`src/rtl/count111_stim_tx.sv`:
```
// count111_stim_tx: serialises words MSB-first onto a held, registered line with a forced-low gap and counts emitted "111" windows
module count111_stim_tx #(
    parameter int DATA_W   = 8,
    parameter int HOLD_CYC = 3,
    parameter int GAP_CYC  = 4,
    parameter int RUN_W    = 4
) (
    input  logic              clk,
    input  logic              rst_p,
    input  logic [DATA_W-1:0] in_data,
    input  logic              in_valid,
    output logic              in_ready,
    input  logic              abort,
    output logic              tx_bit,
    output logic              busy,
    output logic              done,
    output logic              aborted,
    output logic [RUN_W-1:0]  run_count
);
    localparam int HW = HOLD_CYC > 1 ? $clog2(HOLD_CYC) : 1;
    localparam int GW = GAP_CYC > 1 ? $clog2(GAP_CYC) : 1;
    localparam int BW = $clog2(DATA_W);

    typedef enum logic [1:0] {IDLE, SHIFT, GAP} state_t;

    state_t            state, state_nx;
    logic [DATA_W-1:0] sh, sh_nx;
    logic [HW-1:0]     hold, hold_nx;
    logic [GW-1:0]     gap, gap_nx;
    logic [BW-1:0]     bidx, bidx_nx;
    logic [1:0]        hist, hist_nx;
    logic              tx_nx, done_nx, aborted_nx;
    logic [RUN_W-1:0]  run_nx;
    logic              hold_last, bit_last, gap_last, nb;

    assign hold_last = hold == HW'(HOLD_CYC - 1);
    assign bit_last  = bidx == BW'(DATA_W - 1);
    assign gap_last  = gap == GW'(GAP_CYC - 1);
    assign nb        = sh[DATA_W-1];
    assign in_ready  = state == IDLE;
    assign busy      = state != IDLE;

    // next-state: sh holds the not-yet-launched bits MSB-aligned, hist the last two launched bits
    always_comb begin
        state_nx   = state;
        sh_nx      = sh;
        hold_nx    = hold;
        gap_nx     = gap;
        bidx_nx    = bidx;
        hist_nx    = hist;
        tx_nx      = tx_bit;
        done_nx    = 1'b0;
        aborted_nx = aborted;
        run_nx     = run_count;
        case (state)
            IDLE: if (in_valid) begin
                state_nx   = SHIFT;
                sh_nx      = {in_data[DATA_W-2:0], 1'b0};
                hold_nx    = '0;
                bidx_nx    = '0;
                hist_nx    = {1'b0, in_data[DATA_W-1]};
                tx_nx      = in_data[DATA_W-1];
                aborted_nx = 1'b0;
                run_nx     = '0;
            end
            SHIFT: if (abort) begin
                state_nx   = GAP;
                gap_nx     = '0;
                tx_nx      = 1'b0;
                aborted_nx = 1'b1;
            end else if (!hold_last) begin
                hold_nx = hold + 1'b1;
            end else if (bit_last) begin
                state_nx = GAP;
                gap_nx   = '0;
                tx_nx    = 1'b0;
            end else begin
                hold_nx = '0;
                bidx_nx = bidx + 1'b1;
                tx_nx   = nb;
                sh_nx   = sh << 1;
                hist_nx = {hist[0], nb};
                run_nx  = (nb && &hist && run_count != '1) ? run_count + 1'b1 : run_count;
            end
            GAP: if (gap_last) begin
                state_nx = IDLE;
                done_nx  = 1'b1;
            end else begin
                gap_nx = gap + 1'b1;
            end
            default: state_nx = IDLE;
        endcase
    end

    // state and datapath registers; reset drops the line at once and suppresses done
    always_ff @(posedge clk or posedge rst_p) begin
        if (rst_p) begin
            state     <= IDLE;
            sh        <= '0;
            hold      <= '0;
            gap       <= '0;
            bidx      <= '0;
            hist      <= '0;
            tx_bit    <= 1'b0;
            done      <= 1'b0;
            aborted   <= 1'b0;
            run_count <= '0;
        end else begin
            state     <= state_nx;
            sh        <= sh_nx;
            hold      <= hold_nx;
            gap       <= gap_nx;
            bidx      <= bidx_nx;
            hist      <= hist_nx;
            tx_bit    <= tx_nx;
            done      <= done_nx;
            aborted   <= aborted_nx;
            run_count <= run_nx;
        end
    end
endmodule

```
`config.mk`:
```
export PLATFORM = sky130hd
export DESIGN_NAME = count111_stim_tx
export DESIGN_NICKNAME = d
export VERILOG_FILES = /design/src/rtl/count111_stim_tx.sv
export SDC_FILE = /design/constraint.sdc
export NUM_CORES = 1
export LEC_CHECK = 0
export BUFFER_PORTS_ARGS = -buffer_cell sky130_fd_sc_hd__buf_2
export CORE_UTILIZATION = 26
export CTS_CLUSTER_SIZE = 14
export DETAILED_ROUTE_END_ITERATION = 8
export GPL_TIMING_DRIVEN = 0
export PLACE_DENSITY = 0.48
export SLEW_MARGIN = 20
export SYNTH_ARGS = -nofsm -noshare
export SYNTH_HDL_FRONTEND = slang
export SYNTH_SLANG_ARGS = --single-unit
```
`constraint.sdc`:
```
create_clock -name clk -period 5.2 [get_ports clk]
set_clock_uncertainty 0.1 [all_clocks]
set_input_delay 0.78 -clock clk [delete_from_list [all_inputs] [get_ports clk]]
set_output_delay 0.78 -clock clk [all_outputs]
set_load 0.005 [all_outputs]
```
Yosys cells after proc, flatten, opt, wreduce, memory -nomap -nowiden --
Index checks and enable logic that the tools add are counted.
Word-level totals: bits in registers 26, output and inout port bits 9, word-level logic and storage cells 92
Operators by class: add/sub/neg operators 4, equality and inequality tests 17, mux-type cells 47, reduce and logical (&&, ||, !) cells 14
Operators with widths (number):
- two-way mux 2 bit | 17
- two-way mux 8 bit | 4
- two-way mux 4 bit | 5
- != test 2 bit (second input constant) | 8
- case mux 8 bit (2 select lines) | 1
- two-way mux 3 bit | 4
- case mux 2 bit (2 select lines) | 3
- AND reduction 4 bit | 3
- != test 3 bit (second input constant) | 3
- two-way mux 1 bit | 8
- case mux 4 bit (2 select lines) | 1
- == test 2 bit (second input constant) | 3
- case mux 2 bit (3 select lines) | 1
- case mux 3 bit (2 select lines) | 1
- AND reduction 3 bit | 2
- AND reduction 6 bit | 1
- nonzero test 2 bit | 3
- AND reduction 5 bit | 1
- adder 2 x 1 -> 2 bit (second input constant) | 2
- adder 4 x 1 -> 4 bit (second input constant) | 1
- != test 4 bit (second input constant) | 1
- case mux 1 bit (2 select lines) | 2
- adder 3 x 1 -> 3 bit (second input constant) | 1
- == test 3 bit (second input constant) | 1
- 4 further kinds | 5

Longest topological paths before layout --
depth in word-level cells 8, depth in mapped cells 7, mapped depth without buffers 6

Least setup slack after synthesis --
No wires, ideal clock.
path kind register to register, start reg bidx[0], end reg run_count[1], setup time 0.122 ns, arrival 1.846 ns, required time 4.978 ns, path slack 3.133 ns, stages on the path, launching flop included 7, path buffers 0, path through dfrtp_1 > ha_1 > ha_1 > or3b_4 > a221oi_4 > o21ai_2 > a32o_1
On the way: longest elaborated chain between the ends 3
RTL lines:
- start, declared | RTL line 30 | logic [BW-1:0] bidx, bidx_nx;
- start signal, assigned | RTL line 113 | bidx <= bidx_nx;
- == test 3 bit | RTL line 37 | assign bit_last = bidx == BW'(DATA_W - 1);
- != test 2 bit (no source line)
- AND reduction 6 bit (no source line)
- end signal, assigned | RTL line 118 | run_count <= run_nx;
- end, declared | RTL line 18 | output logic [RUN_W-1:0] run_count
Every way passes these cells. A chain may end at the register's enable or synchronous reset.

Worst setup path after layout --
start reg state[0], end out busy
On the way: longest elaborated chain between the ends 1
RTL lines:
- start, declared | RTL line 26 | state_t state, state_nx;
- start signal, assigned | RTL line 109 | state <= state_nx;
- nonzero test 2 bit | RTL line 41 | assign busy = state != IDLE;
- end, declared | RTL line 15 | output logic busy,
Every way passes these cells.

==> Flow_metrics.wiki <==
{| class="wikitable"
! Metric !! Value
|-
| Routed length per placed instance || 12.7 um
|-
| Post-route DRC || 0
|-
| Largest vdd supply drop || 0.000164 V
|-
| Main synth FF type || dfrtp_1
|-
| Maximum clock insertion buffer count || 2
|-
| Via-per-instance ratio || 4.91
|-
| List of cells traversed by the critical path || clkbuf_1 -> nor2_1 -> inv_1 -> buf_2
|-
| Number of antenna violations at the first check in global routing || 0
|-
| Number of hold-slack violations in the final timing report || 0
|-
| Highest-count cells in the layout ignoring fill and taps || nand2_1, dfrtp_1, buf_2
|-
| Crit path kind || reg2out
|-
| Via count || 1,041
|-
| Area of the die || 0.00511 mm2
|-
| Final net count || 177
|-
| Post-synth design cell area || 0.00126 mm2
|-
| Global router's overall resource usage || 11.9%
|-
| Synthesized flop and latch total || 25
|-
| Max-cap check violation count || 0
|-
| Post CTS Setup Buffer Count || 0
|-
| Share of async-settable or async-resettable flops after synthesis || 100%
|-
| CP arrival || 1.43 ns
|-
| Number of gates given a new drive strength after cts || 0
|-
| Hold buffer count at cts || 0
|-
| Fraction of final layout cells with drive strength greater than 1 || 16.9%
|-
| Sum of buffers and inverters on the critical path || 3
|-
| Share of the synthesized area in the top cell type || 49.8%
|-
| Antenna-violating nets left || 0
|-
| Largest fanout on the critical path || 10
|-
| Number of primary I/O pins || 21
|-
| Clk Latency, worst-skew pair || 0.27 ns
|-
| Congestion Overflow GR || 0
|-
| Synthesis-to-finish area growth || 16.7%
|-
| Number of enable flip-flop cells after synthesis || 0
|-
| First DRT Iteration DRCs || 61
|-
| Antenna cells || 0
|-
| Slew @ Worst Pin || 0.888 ns
|-
| FMAX || 433 MHz
|-
| Largest area contributor in the netlist || dfrtp_1
|-
| TritonCTS buffer count || 3
|-
| Routed Wire Length || 2.69 mm
|-
| Power density relative to cell area || 527 mW/mm2
|-
| CTS tree || yes
|-
| Gate family responsible for the most delay along the worst path || buffers and inverters
|-
| Worst setup EP type || primary output
|-
| Post-place setup slack || 2.91 ns
|-
| Final TNS setup || 0 ns
|-
| Sequential share of the synthesized area || 49.8%
|-
| Final weighted congestion of routability-driven global placement || 0.725
|-
| Dominant cells by area after synthesis || dfrtp_1, nand2_1, ha_1, o21ai_0, a31oi_1
|-
| Total of buffers placed on input and output ports || 20
|-
| Net count after synthesis || 152
|-
| Final setup violation count || 0
|-
| Unrepaired setup endpoints after global routing || false
|-
| CTS Sinks || 25
|-
| Final core utilization || 32.6%
|-
| Maximum number of pins on one net before global-route repair || 26
|-
| Hold crit path type || reg2reg
|-
| Relative max-transition margin || 40.4%
|-
| 1st-pass router iterations || 4
|-
| Wire length of the first global-routing pass || 4.77 mm
|-
| Clock period minus worst slack || 2.31 ns
|-
| Leakage dissipation || 0.714 nW
|-
| HPWL after detailed placement || 1.93 mm
|-
| Result of the run || finished clean
|-
| Period Utilization, post-route || 44.4%
|-
| Yosys Warn Count || 0
|-
| Clock root buffer || clkbuf_8
|-
| H-tree depth || 1
|-
| Layout filler cell count || 484
|-
| Count of cell types in the netlist || 30
|-
| Hold Slack || 0.382 ns
|-
| Gate count of the mapped netlist || 136
|-
| Power after layout || 772 uW
|-
| FP Rows || 24
|-
| Startpoint Class || flip-flop
|-
| Placeable Area || 0.00450 mm2
|-
| Final Max Tran Viols || 0
|-
| Floorplan die width || 71.5 um
|-
| Biggest cell delay along the critical path || 0.49 ns
|-
| Vias in the first global route || 1,050
|-
| Die Y || 71.5 um
|-
| Starting Density || 27.9%
|-
| Cell with the largest stage delay on the worst path || dfrtp_1
|-
| Clock-pin transition on the worst setup and hold timing paths || 0.09 ns
|-
| Average cell area after synthesis || 9.24 um2
|-
| Worst-case setup margin in the final layout || 2.89 ns
|-
| Worst endpoint required time || 4.32 ns
|}
==> where the power goes <==
part           total, mW  internal [mW]  switching [mW]
registers          0.312          0.262          0.0507
logic              0.344          0.139           0.204
clock network      0.116         0.0548          0.0616
total              0.772          0.456           0.317
==> cell usage after synthesis (3+ instances only) <==
cell	n
dfrtp_1	25
nand3_1	6
a21o_1	3
a21oi_1	7
ha_1	4
a31oi_1	7
inv_1	5
nand2b_1	4
nor2b_1	3
nor2_1	10
o21ai_0	9
nand2_1	25
clkbuf_1	5
nor3_1	3
==> state kept, by name (all words and copies together) (netlist names), 2 cells and up <==
register   flops
bidx           3
hold           2
run_count      4
sh             7
gap            2
hist           2
state          2
==> cell type report <==
cell class	instances	area [um2]	share of cell area, %
flip-flops and latches	25	626	42.7
multi-input cells	100	582	39.7
repair buffers	20	100	6.83
well taps	52	65.1	4.44
clock buffers	4	45.0	3.07
plain buffers	6	30.0	2.05
inverters	5	18.8	1.28
==> metal layers <==
layer / global-route usage [%] / vias up / share of wire (%)
met4: 1.74 / 0 / 0.30
met2: 19.8 / 24 / 45
met3: 3.52 / 2 / 4.1
met1: 15.8 / 491 / 51
li1: - / 524 / -
met5: 0 / - / 0
==> kinds of logic after synthesis <==
kind of cell,share of synthesized area [%]
mux,0.797
flops,49.8
fa+ha+maj,3.98
buf+inv,3.88
compound gates,19.3
simple gates,22.2
==> final timing paths <==
path | startpoint | endpoint | slack, ns | cells after the start
worst max-delay path | state[0]$_DFFE_PP0P_ | busy | 2.89 | 4
worst min register to register | bidx[1]$_DFFE_PP0P_ | bidx[1]$_DFFE_PP0P_ | 0.38 | 2
min in group asynchronous | rst_p | hold[0]$_DFFE_PP0P_ | 0.48 | 2
max in group asynchronous | rst_p | sh[6]$_DFFE_PP0P_ | 4.11 | 2
worst min-delay path | bidx[1]$_DFFE_PP0P_ | bidx[1]$_DFFE_PP0P_ | 0.38 | 2
worst max register to register | bidx[0]$_DFFE_PP0P_ | bidx[2]$_DFFE_PP0P_ | 2.90 | 7
==> worst min-delay path, stage by stage, from the launching register on <==
cell	delay, ns
dfrtp_1	0.36
nand2_1	0.05
nand2_1	0.05
==> stage by stage <==
| step | std cells | cell area, um2 |
|---|---|---|
| 6_report | 212 | 1470 |
| 2_1_floorplan | 136 | 1260 |
| 3_5_place_dp | 208 | 1420 |
| 5_1_grt | 212 | 1470 |
| 3_3_place_gp | 208 | 1420 |
| 4_1_cts | 212 | 1470 |
(Power assumes the default switching activity.)
